### config.mk
export PLATFORM = sky130hd
export DESIGN_NAME = core_data_obi2axi_bridge
export DESIGN_NICKNAME = d
export VERILOG_FILES = /design/src/rtl/core_bus_pkg.sv /design/src/rtl/core_data_obi2axi_intf.sv /design/src/rtl/core_data_obi2axi_bridge.sv
export SDC_FILE = /design/constraint.sdc
export NUM_CORES = 1
export LEC_CHECK = 0
export CAP_MARGIN = 0
export CORE_ASPECT_RATIO = 0.8
export CORE_MARGIN = 5
export CORE_UTILIZATION = 37
export CTS_CLUSTER_SIZE = 28
export DETAILED_ROUTE_END_ITERATION = 10
export PLACE_DENSITY = 0.85
export RECOVER_POWER = 25
export SLEW_MARGIN = 20
export SYNTH_ARGS = -nofsm -noshare
export SYNTH_HDL_FRONTEND = slang
export SYNTH_SLANG_ARGS = --single-unit
### constraint.sdc
create_clock -name clk_i -period 1.4 [get_ports clk_i]
set_input_delay 0.28 -clock clk_i [delete_from_list [all_inputs] [get_ports clk_i]]
set_output_delay 0.28 -clock clk_i [all_outputs]
set_load 0.03 [all_outputs]
### src/rtl/core_bus_pkg.sv
// Shared definitions for the core data-port bus bridge: AXI response codes,
// single-beat transfer constants and the bridge FSM state encoding.
package core_bus_pkg;

    localparam logic [1:0] RESP_OKAY   = 2'b00;
    localparam logic [1:0] RESP_EXOKAY = 2'b01;
    localparam logic [1:0] RESP_SLVERR = 2'b10;
    localparam logic [1:0] RESP_DECERR = 2'b11;

    // Every transfer is one 32-bit beat of an INCR burst
    localparam logic [2:0] AXI_SIZE_4B    = 3'b010;
    localparam logic [1:0] AXI_BURST_INCR = 2'b01;
    localparam logic [7:0] AXI_LEN_SINGLE = 8'd0;

    typedef enum logic [2:0] {
        ST_IDLE,
        ST_WRITE,
        ST_WRESP,
        ST_RADDR,
        ST_RDATA,
        ST_RESP
    } bridge_state_e;

    // SLVERR and DECERR are errors; OKAY and EXOKAY are not
    function automatic logic resp_is_err(input logic [1:0] resp);
        return (resp == RESP_SLVERR) || (resp == RESP_DECERR);
    endfunction

endpackage

### src/rtl/core_data_obi2axi_intf.sv
// AXI-side channel driver for the bridge: turns the FSM state and the
// registered request into the AW/W/B/AR/R channel signals, tying the
// constant ID and protection fields.
module core_data_obi2axi_intf
    import core_bus_pkg::*;
#(
    parameter int         ADDR_WIDTH = 32,
    parameter int         DATA_WIDTH = 32,
    parameter int         ID_WIDTH   = 4,
    parameter int         TXN_ID     = 0,
    parameter logic [2:0] AXI_PROT   = 3'b000
) (
    input  bridge_state_e         state_i,
    input  logic                  aw_done_i,
    input  logic                  w_done_i,
    input  logic [ADDR_WIDTH-1:0] addr_i,
    input  logic [DATA_WIDTH-1:0] wdata_i,
    input  logic [3:0]            be_i,

    output logic [ADDR_WIDTH-1:0] aw_addr_o,
    output logic                  aw_valid_o,
    output logic [ID_WIDTH-1:0]   aw_id_o,
    output logic [2:0]            aw_prot_o,
    output logic [DATA_WIDTH-1:0] w_data_o,
    output logic [3:0]            w_strb_o,
    output logic                  w_valid_o,
    output logic                  b_ready_o,
    output logic [ADDR_WIDTH-1:0] ar_addr_o,
    output logic                  ar_valid_o,
    output logic [ID_WIDTH-1:0]   ar_id_o,
    output logic [2:0]            ar_prot_o,
    output logic                  r_ready_o
);

    // Payloads come straight from the request registers, so they are stable
    // for as long as the matching valid is held
    assign aw_addr_o = addr_i;
    assign ar_addr_o = addr_i;
    assign w_data_o  = wdata_i;
    assign w_strb_o  = be_i;
    assign aw_id_o   = ID_WIDTH'(TXN_ID);
    assign ar_id_o   = ID_WIDTH'(TXN_ID);
    assign aw_prot_o = AXI_PROT;
    assign ar_prot_o = AXI_PROT;

    // Channel valids/readies are pure decodes of state; AW and W each drop once their own handshake is recorded
    always_comb begin
        aw_valid_o = (state_i == ST_WRITE) && !aw_done_i;
        w_valid_o  = (state_i == ST_WRITE) && !w_done_i;
        b_ready_o  = (state_i == ST_WRESP);
        ar_valid_o = (state_i == ST_RADDR);
        r_ready_o  = (state_i == ST_RDATA);
    end

endmodule

### src/rtl/core_data_obi2axi_bridge.sv
// OBI (req/gnt/rvalid) to single-beat AXI4 master bridge for the core data
// port. One transaction in flight at a time; read data, write completion and
// bus errors are returned to the core as a one-cycle rvalid pulse.
module core_data_obi2axi_bridge
    import core_bus_pkg::*;
#(
    parameter int         ADDR_WIDTH = 32,
    parameter int         DATA_WIDTH = 32,
    parameter int         ID_WIDTH   = 4,
    parameter int         TXN_ID     = 0,
    parameter logic [2:0] AXI_PROT   = 3'b000
) (
    input  logic                  clk_i,
    input  logic                  reset_i,

    input  logic                  data_req_i,
    output logic                  data_gnt_o,
    input  logic                  data_we_i,
    input  logic [3:0]            data_be_i,
    input  logic [ADDR_WIDTH-1:0] data_addr_i,
    input  logic [DATA_WIDTH-1:0] data_wdata_i,
    output logic                  data_rvalid_o,
    output logic [DATA_WIDTH-1:0] data_rdata_o,
    output logic                  data_err_o,

    output logic [ADDR_WIDTH-1:0] aw_addr_o,
    output logic                  aw_valid_o,
    output logic [ID_WIDTH-1:0]   aw_id_o,
    output logic [2:0]            aw_prot_o,
    input  logic                  aw_ready_i,
    output logic [DATA_WIDTH-1:0] w_data_o,
    output logic [3:0]            w_strb_o,
    output logic                  w_valid_o,
    input  logic                  w_ready_i,
    input  logic [1:0]            b_resp_i,
    input  logic                  b_valid_i,
    output logic                  b_ready_o,
    output logic [ADDR_WIDTH-1:0] ar_addr_o,
    output logic                  ar_valid_o,
    output logic [ID_WIDTH-1:0]   ar_id_o,
    output logic [2:0]            ar_prot_o,
    input  logic                  ar_ready_i,
    input  logic [DATA_WIDTH-1:0] r_data_i,
    input  logic [1:0]            r_resp_i,
    input  logic                  r_valid_i,
    output logic                  r_ready_o
);

    if (DATA_WIDTH != 32) begin : g_bad_data_width
        $error("core_data_obi2axi_bridge: DATA_WIDTH must be 32");
    end

    bridge_state_e         state_q, state_d;
    logic [ADDR_WIDTH-1:0] addr_q, addr_d;
    logic [3:0]            be_q, be_d;
    logic [DATA_WIDTH-1:0] wdata_q, wdata_d;
    logic [DATA_WIDTH-1:0] rdata_q, rdata_d;
    logic                  aw_done_q, aw_done_d;
    logic                  w_done_q, w_done_d;
    logic                  err_q, err_d;

    core_data_obi2axi_intf #(
        .ADDR_WIDTH (ADDR_WIDTH),
        .DATA_WIDTH (DATA_WIDTH),
        .ID_WIDTH   (ID_WIDTH),
        .TXN_ID     (TXN_ID),
        .AXI_PROT   (AXI_PROT)
    ) u_intf (
        .state_i    (state_q),
        .aw_done_i  (aw_done_q),
        .w_done_i   (w_done_q),
        .addr_i     (addr_q),
        .wdata_i    (wdata_q),
        .be_i       (be_q),
        .aw_addr_o  (aw_addr_o),
        .aw_valid_o (aw_valid_o),
        .aw_id_o    (aw_id_o),
        .aw_prot_o  (aw_prot_o),
        .w_data_o   (w_data_o),
        .w_strb_o   (w_strb_o),
        .w_valid_o  (w_valid_o),
        .b_ready_o  (b_ready_o),
        .ar_addr_o  (ar_addr_o),
        .ar_valid_o (ar_valid_o),
        .ar_id_o    (ar_id_o),
        .ar_prot_o  (ar_prot_o),
        .r_ready_o  (r_ready_o)
    );

    // State and request/response registers; reset abandons any transaction in flight
    always_ff @(posedge clk_i) begin
        if (reset_i) begin
            state_q   <= ST_IDLE;
            addr_q    <= '0;
            be_q      <= '0;
            wdata_q   <= '0;
            rdata_q   <= '0;
            aw_done_q <= 1'b0;
            w_done_q  <= 1'b0;
            err_q     <= 1'b0;
        end else begin
            state_q   <= state_d;
            addr_q    <= addr_d;
            be_q      <= be_d;
            wdata_q   <= wdata_d;
            rdata_q   <= rdata_d;
            aw_done_q <= aw_done_d;
            w_done_q  <= w_done_d;
            err_q     <= err_d;
        end
    end

    // Next-state logic: capture the request in IDLE, then walk the AXI channels for that access
    always_comb begin
        state_d   = state_q;
        addr_d    = addr_q;
        be_d      = be_q;
        wdata_d   = wdata_q;
        rdata_d   = rdata_q;
        aw_done_d = aw_done_q;
        w_done_d  = w_done_q;
        err_d     = err_q;
        unique case (state_q)
            ST_IDLE: begin
                if (data_req_i) begin
                    // Word-align the address; byte lanes are selected by strobes
                    addr_d    = data_addr_i & ~ADDR_WIDTH'(3);
                    be_d      = data_be_i;
                    wdata_d   = data_wdata_i;
                    aw_done_d = 1'b0;
                    w_done_d  = 1'b0;
                    err_d     = 1'b0;
                    state_d   = data_we_i ? ST_WRITE : ST_RADDR;
                end
            end
            ST_WRITE: begin
                aw_done_d = aw_done_q || (aw_valid_o && aw_ready_i);
                w_done_d  = w_done_q  || (w_valid_o  && w_ready_i);
                if (aw_done_d && w_done_d) begin
                    state_d = ST_WRESP;
                end
            end
            ST_WRESP: begin
                if (b_valid_i) begin
                    err_d   = resp_is_err(b_resp_i);
                    state_d = ST_RESP;
                end
            end
            ST_RADDR: begin
                if (ar_ready_i) begin
                    state_d = ST_RDATA;
                end
            end
            ST_RDATA: begin
                if (r_valid_i) begin
                    // Error responses return zero data rather than whatever the slave drove
                    err_d   = resp_is_err(r_resp_i);
                    rdata_d = resp_is_err(r_resp_i) ? '0 : r_data_i;
                    state_d = ST_RESP;
                end
            end
            ST_RESP: begin
                state_d = ST_IDLE;
            end
            default: begin
                state_d = ST_IDLE;
            end
        endcase
    end

    // Core-side outputs: grant only in IDLE, one-cycle response pulse in RESP
    always_comb begin
        data_gnt_o    = (state_q == ST_IDLE) && data_req_i;
        data_rvalid_o = (state_q == ST_RESP);
        data_err_o    = (state_q == ST_RESP) && err_q;
    end

    assign data_rdata_o = rdata_q;

    a_no_stray_b : assert property (@(posedge clk_i) disable iff (reset_i)
        b_valid_i |-> (state_q == ST_WRESP))
        else $error("b_valid_i seen outside WRESP");

    a_no_stray_r : assert property (@(posedge clk_i) disable iff (reset_i)
        r_valid_i |-> (state_q == ST_RDATA))
        else $error("r_valid_i seen outside RDATA");

endmodule

### Word-level counts from Yosys, hierarchy flattened

Cells that the tools add are included.

| operators by class | value |
|---|---|
| equality and inequality tests | 14 |
| mux-type cells | 14 |
| reduce and logical (&&, ||, !) cells | 21 |

Operator list:

| cell | number |
|---|---|
| two-way mux 32 bit | 1 |
| two-way mux 3 bit | 5 |
| case mux 3 bit (5 select lines) | 1 |
| == test 2 bit (second input constant) | 4 |
| inequality test 2 bit (second input constant) | 4 |
| logical AND 1 bit | 7 |
| == test 3 x 2 -> 1 bit (second input constant) | 2 |
| == test 3 bit (second input constant) | 2 |
| AND reduction 2 bit | 3 |
| AND reduction 5 bit | 1 |
| logical OR 1 bit | 4 |
| case mux 1 bit (2 select lines) | 2 |
| AND reduction 4 bit | 1 |
| == test 3 x 1 -> 1 bit (second input constant) | 1 |
| logical NOT 3 bit | 1 |
| two-way mux 1 bit | 3 |
| case mux 1 bit (3 select lines) | 1 |
| nonzero test 3 bit | 1 |
| logical NOT 1 bit | 2 |
| two-way mux 2 bit | 1 |
| inequality test 2 x 1 -> 1 bit (second input constant) | 1 |
| nonzero test 2 bit | 1 |

| storage, ports and cells | value |
|---|---|
| bits in registers | 104 |
| output and inout port bits | 154 |
| word-level logic and storage cells | 57 |

### Depth between registers and ports, before layout

| depth | value |
|---|---|
| word-level depth | 7 |
| gate-level depth with buffers | 8 |

### Modules after synthesis

From an unflattened synthesis, not the netlist that was laid out.

| second synthesis, totals | value |
|---|---|
| cells, all modules | 598 |
| area, all modules | 4,794.6 um^2 |

Modules (own cells, without submodules):

| module | times used | cells each | area an instance (um^2) | seq. area each (um^2) |
|---|---|---|---|---|
| core_data_obi2axi_bridge | 1 | 478 | 3,892.5 | 2,082.0 |
| core_data_obi2axi_intf | 1 | 120 | 902.1 | 0.0 |

### Least setup slack after synthesis

OpenSTA, ideal clock, no wires.

| path | value |
|---|---|
| path kind | reg-to-output |
| start point | register state_q[1] |
| end point | output port data_err_o |
| arrival | 1,346 ps |
| path slack | -226 ps |
| stages on the path, launching flop included | 4 |
| cells stage by stage | dfxtp_1 > buf_2 > nand2b_1 > nor3_1 |

| between the ends | value |
|---|---|
| cells in the longest elaborated chain, start to end | 2 |

RTL lines:

| element | RTL line | RTL |
|---|---|---|
| start: declaration | core_data_obi2axi_bridge.sv:53 | `bridge_state_e state_q, state_d;` |
| start signal: assignment | core_data_obi2axi_bridge.sv:102 | `state_q <= state_d;` |
| == test 3 bit | core_data_obi2axi_bridge.sv:175 | `data_err_o = (state_q == ST_RESP) && err_q;` |
| logical AND 1 bit | core_data_obi2axi_bridge.sv:175 |  |
| end: declaration | core_data_obi2axi_bridge.sv:24 | `output logic data_err_o,` |

Every way passes these cells.

### Final worst setup path

| path | value |
|---|---|
| start point | register state_q[1] |
| end point | output port w_valid_o |

| between the ends | value |
|---|---|
| cells in the longest elaborated chain, start to end | 2 |

RTL lines:

| element | RTL line | RTL |
|---|---|---|
| == test 3 x 1 -> 1 bit | core_data_obi2axi_intf.sv:49 | `w_valid_o = (state_i == ST_WRITE) && !w_done_i;` |
| logical AND 1 bit | core_data_obi2axi_intf.sv:49 |  |
| end: declaration | core_data_obi2axi_bridge.sv:33 | `output logic w_valid_o,` |

Every way passes these cells.

==> run_results.csv <==
group,metric,value,unit
status,status,"finished, violations left",
status,violations,"negative setup slack",
clock_tree,cts_inserted_buffers,9,
yosys,synth_top_area_cell,"dfxtp_1",
placement,place_congestion,0.847,
sta,period_needed,1.63,ns
yosys,synth_cells,525,
routing,dr.first_iter.drc_count,235,
routing,dr_total_vias,4351,
floorplanning,die_w,130,µm
yosys,ys_seq_area_frac,0.489,
final_layout,nFillCells,949,
power_and_ir_drop,ir_drop,0.000803,V
floorplanning,io_pins,267,
floorplanning,rows,35,
floorplanning,start_util,0.374,
worst_setup_path,path_max_fanout,4,
yosys,syn_avg_cell_area,8.11,µm²
power_and_ir_drop,p_comb_frac,0.367,
final_layout,regArea,0.00209,mm²
sta,fmax,0.614,GHz
grt,antenna_found_initial,0,
routing,drt-total-wl,15.0,mm
power_and_ir_drop,p_sw,3.22,mW
power_and_ir_drop,power,9.52,mW
worst_setup_path,start_kind,"flip-flop",
worst_setup_path,crit_type,"flip-flop to output port",
clock_tree,htreeDepth,3,
placement,portBuffers,244,
worst_setup_path,end_kind,"output port",
floorplanning,fp.dieArea,0.0138,mm²
power_and_ir_drop,pwr-share-seq,0.358,
yosys,netlist_area,0.00426,mm²
yosys,yosysTopAreaCellShare,0.489,
final_layout,syn2layout_area_growth,70.6,%
yosys,ys_top_cells_by_area,"dfxtp_1 (49%), nand2_1 (15%), a21oi_1 (12%)",
yosys,yosys_register_bits,104,
clock_tree,cts.path.max_buffers,2,
final_layout,num-nets-final,865,
power_and_ir_drop,pwr-share-clk,0.275,
sta,rsz0062_at_grt,"yes",
worst_setup_path,critPathArrivalTime,1.35,ns
clock_tree,cts_tree,"done",
yosys,ys_warn_count,0,
power_and_ir_drop,intPower,6.30,mW
worst_setup_path,cp_data_required_time,1.12,ns
routing,drc,0,
routing,drtPass1Iterations,4,
clock_tree,insertion_delay,0.34,ns
sta,finalSetupViolCount,20,
clock_tree,cts.sinks,104,
grt,grt_overflow_total,0,
grt,grt_max_degree,37,
final_layout,multi_input_area,0.00181,mm²
sta,period_share,1.16,
clock_tree,cts-root-buf,"clkbuf_16",
final_layout,diodes,0,
yosys,synth_cell_types,33,
sta,fin_worst_skew,0.00530,ns
final_layout,fin_cells,904,
job,drv_cap,0,
floorplanning,fp.dieH,106,µm
grt,grt.total_usage,0.196,
clock_tree,hold_buffers,0,
power_and_ir_drop,swShare,0.338,
yosys,synth_edf_count,0,
sta,hold_viol_final,0,
floorplanning,coreArea,0.0114,mm²
yosys,async_flop_share,0,
clock_tree,clkTransAtPathRegs,0.07,ns
routing,vias_per_cell,4.81,
final_layout,drive_gt1_frac,0.181,
placement,place_inst,867,
power_and_ir_drop,p_per_area,1310,mW/mm²
grt,grt_pass1_vias,4345,
sta,fin_ws,-0.229,ns
power_and_ir_drop,leakage,3.00,nW
routing,postRouteAntennaNets,0,
placement,dp_hpwl,9.91,mm
grt,grt_pass1_wl,21.7,mm
yosys,ys.flop_type,"dfxtp_1",
sta,finalMaxSlewViolations,0,
routing,post_drt_wl_per_cell,16.6,µm
hold_path,min-delay-path-class,"input port to flip-flop",
cell usage after synthesis (all sizes together) (2+ instances only):
library cell and instances:
dfxtp 104, nand2b 2, nand3b 33, nor3 4, a21oi 100, nand2 166, nor2 8, a31oi 2
a221oi 2, mux2 2, buf 67, clkbuf 18, nand3 2, and3 2, inv 4
worst max-delay path, cell delays in order, from the launching register on:
cell and delay (ns):
dfxtp_2 0.35, or3_4 0.41, nor2_4 0.12, buf_12 0.13
worst paths after layout:
path | from | end | slack, ns | depth (start not counted)
max | state_q[1] | w_valid_o | -0.23 | 3
min reg2reg | wdata_q[11] | wdata_q[11] | 0.45 | 2
max reg2reg | state_q[2] | data_rdata_o[27] | -0.04 | 7
min | reset_i | data_rdata_o[12] | 0.39 | 2
routing by layer:
metal	part of all wire	vias up	global-route usage
li1	-	2110	-
met4	0.016	0	0.0519
met3	0.090	21	0.0658
met1	0.38	2028	0.216
met2	0.51	192	0.359
met5	0	-	0
cell type report:
| cell class | instances | share of cell area |
|---|---|---|
| repair buffers | 284 | 0.391 |
| clock buffers | 10 | 0.0315 |
| clock inverters | 5 | 0.0112 |
| multi-input cells | 349 | 0.249 |
| inverters | 4 | 0.00379 |
| well taps | 148 | 0.0255 |
| flip-flops and latches | 104 | 0.287 |
stage by stage:
step | TNS (ns) | worst slack (ns) | area [µm²] | utilization | hold slack [ns]
2_1_floorplan | -0.306 | -0.150 | 4330 | - | 0.416
3_5_place_dp | -14.36 | -0.217 | 6670 | 0.586 | 0.445
3_3_place_gp | -10.23 | -0.193 | 6670 | 0.586 | 0.439
4_1_cts | -1.71 | -0.253 | 7160 | 0.629 | 0.376
6_report | -1.36 | -0.229 | 7260 | 0.638 | 0.394
5_1_grt | -6.12 | -0.263 | 7260 | 0.638 | 0.411
placed cells by master, fill, tap and decap left out, drive strengths merged:
| cell type | netlist | final |
|---|---|---|
| o211ai | 1 | 1 |
| clkinv | 0 | 1 |
| nand3b | 33 | 33 |
| dlymetal6s2s | 0 | 1 |
| mux2 | 2 | 2 |
| inv | 4 | 5 |
| a221oi | 2 | 2 |
| clkinvlp | 0 | 1 |
| a31oi | 2 | 2 |
| a21oi | 100 | 100 |
| dlygate4sd2 | 0 | 45 |
| nand2 | 166 | 166 |
| o22ai | 1 | 1 |
| a21o | 1 | 1 |
| nor3 | 4 | 4 |
| and3 | 2 | 2 |
| nand2b | 2 | 2 |
| o21ai | 1 | 1 |
| clkdlybuf4s15 | 0 | 40 |
| a211o | 1 | 1 |
| conb | 1 | 18 |
| nor2 | 8 | 8 |
| dfxtp | 104 | 104 |
| a211oi | 1 | 1 |
| or3 | 1 | 1 |
| clkdlybuf4s50 | 0 | 107 |
| nand3 | 2 | 2 |
| bufinv | 0 | 2 |
| clkbuf | 18 | 60 |
| buf | 67 | 41 |
| o221ai | 1 | 1 |
state kept, by name, summed over array words and instances, names as in the netlist:
| register | count |
|---|---|
| wdata_q | 32 |
| w_done_q | 1 |
| err_q | 1 |
| state_q | 3 |
| addr_q | 30 |
| be_q | 4 |
| data_rdata_o | 32 |
| aw_done_q | 1 |
cells by family (layout without fill, tap and decap cells):
family	Yosys count	after routing	synth area share
AO/OA/AOI/OAI	111	111	0.138
buffers and inverters	89	303	0.136
flip-flops	104	104	0.489
multiplexers	2	2	0.00529
other	1	18	0.000881
AND/OR/NAND/NOR	218	218	0.230
power by group through the flow:
stage               combinational (mW)  sequential (mW)  clock [mW]
finish                            3.50             3.41        2.62
detailed placement                3.11             3.47           0
CTS                               3.25             3.41        2.68
global placement                  3.06             3.46           0
floorplan                         1.40             3.93           0
global route                      3.69             3.45        2.80
timing repair:
action                     in CTS  in global routing
setup endpoints to repair     163                174
pin swaps                      18                 22
buffers inserted                9                  3
gates resized for setup       189                122
cloned                          3                  8
(Power assumes the default switching activity.)
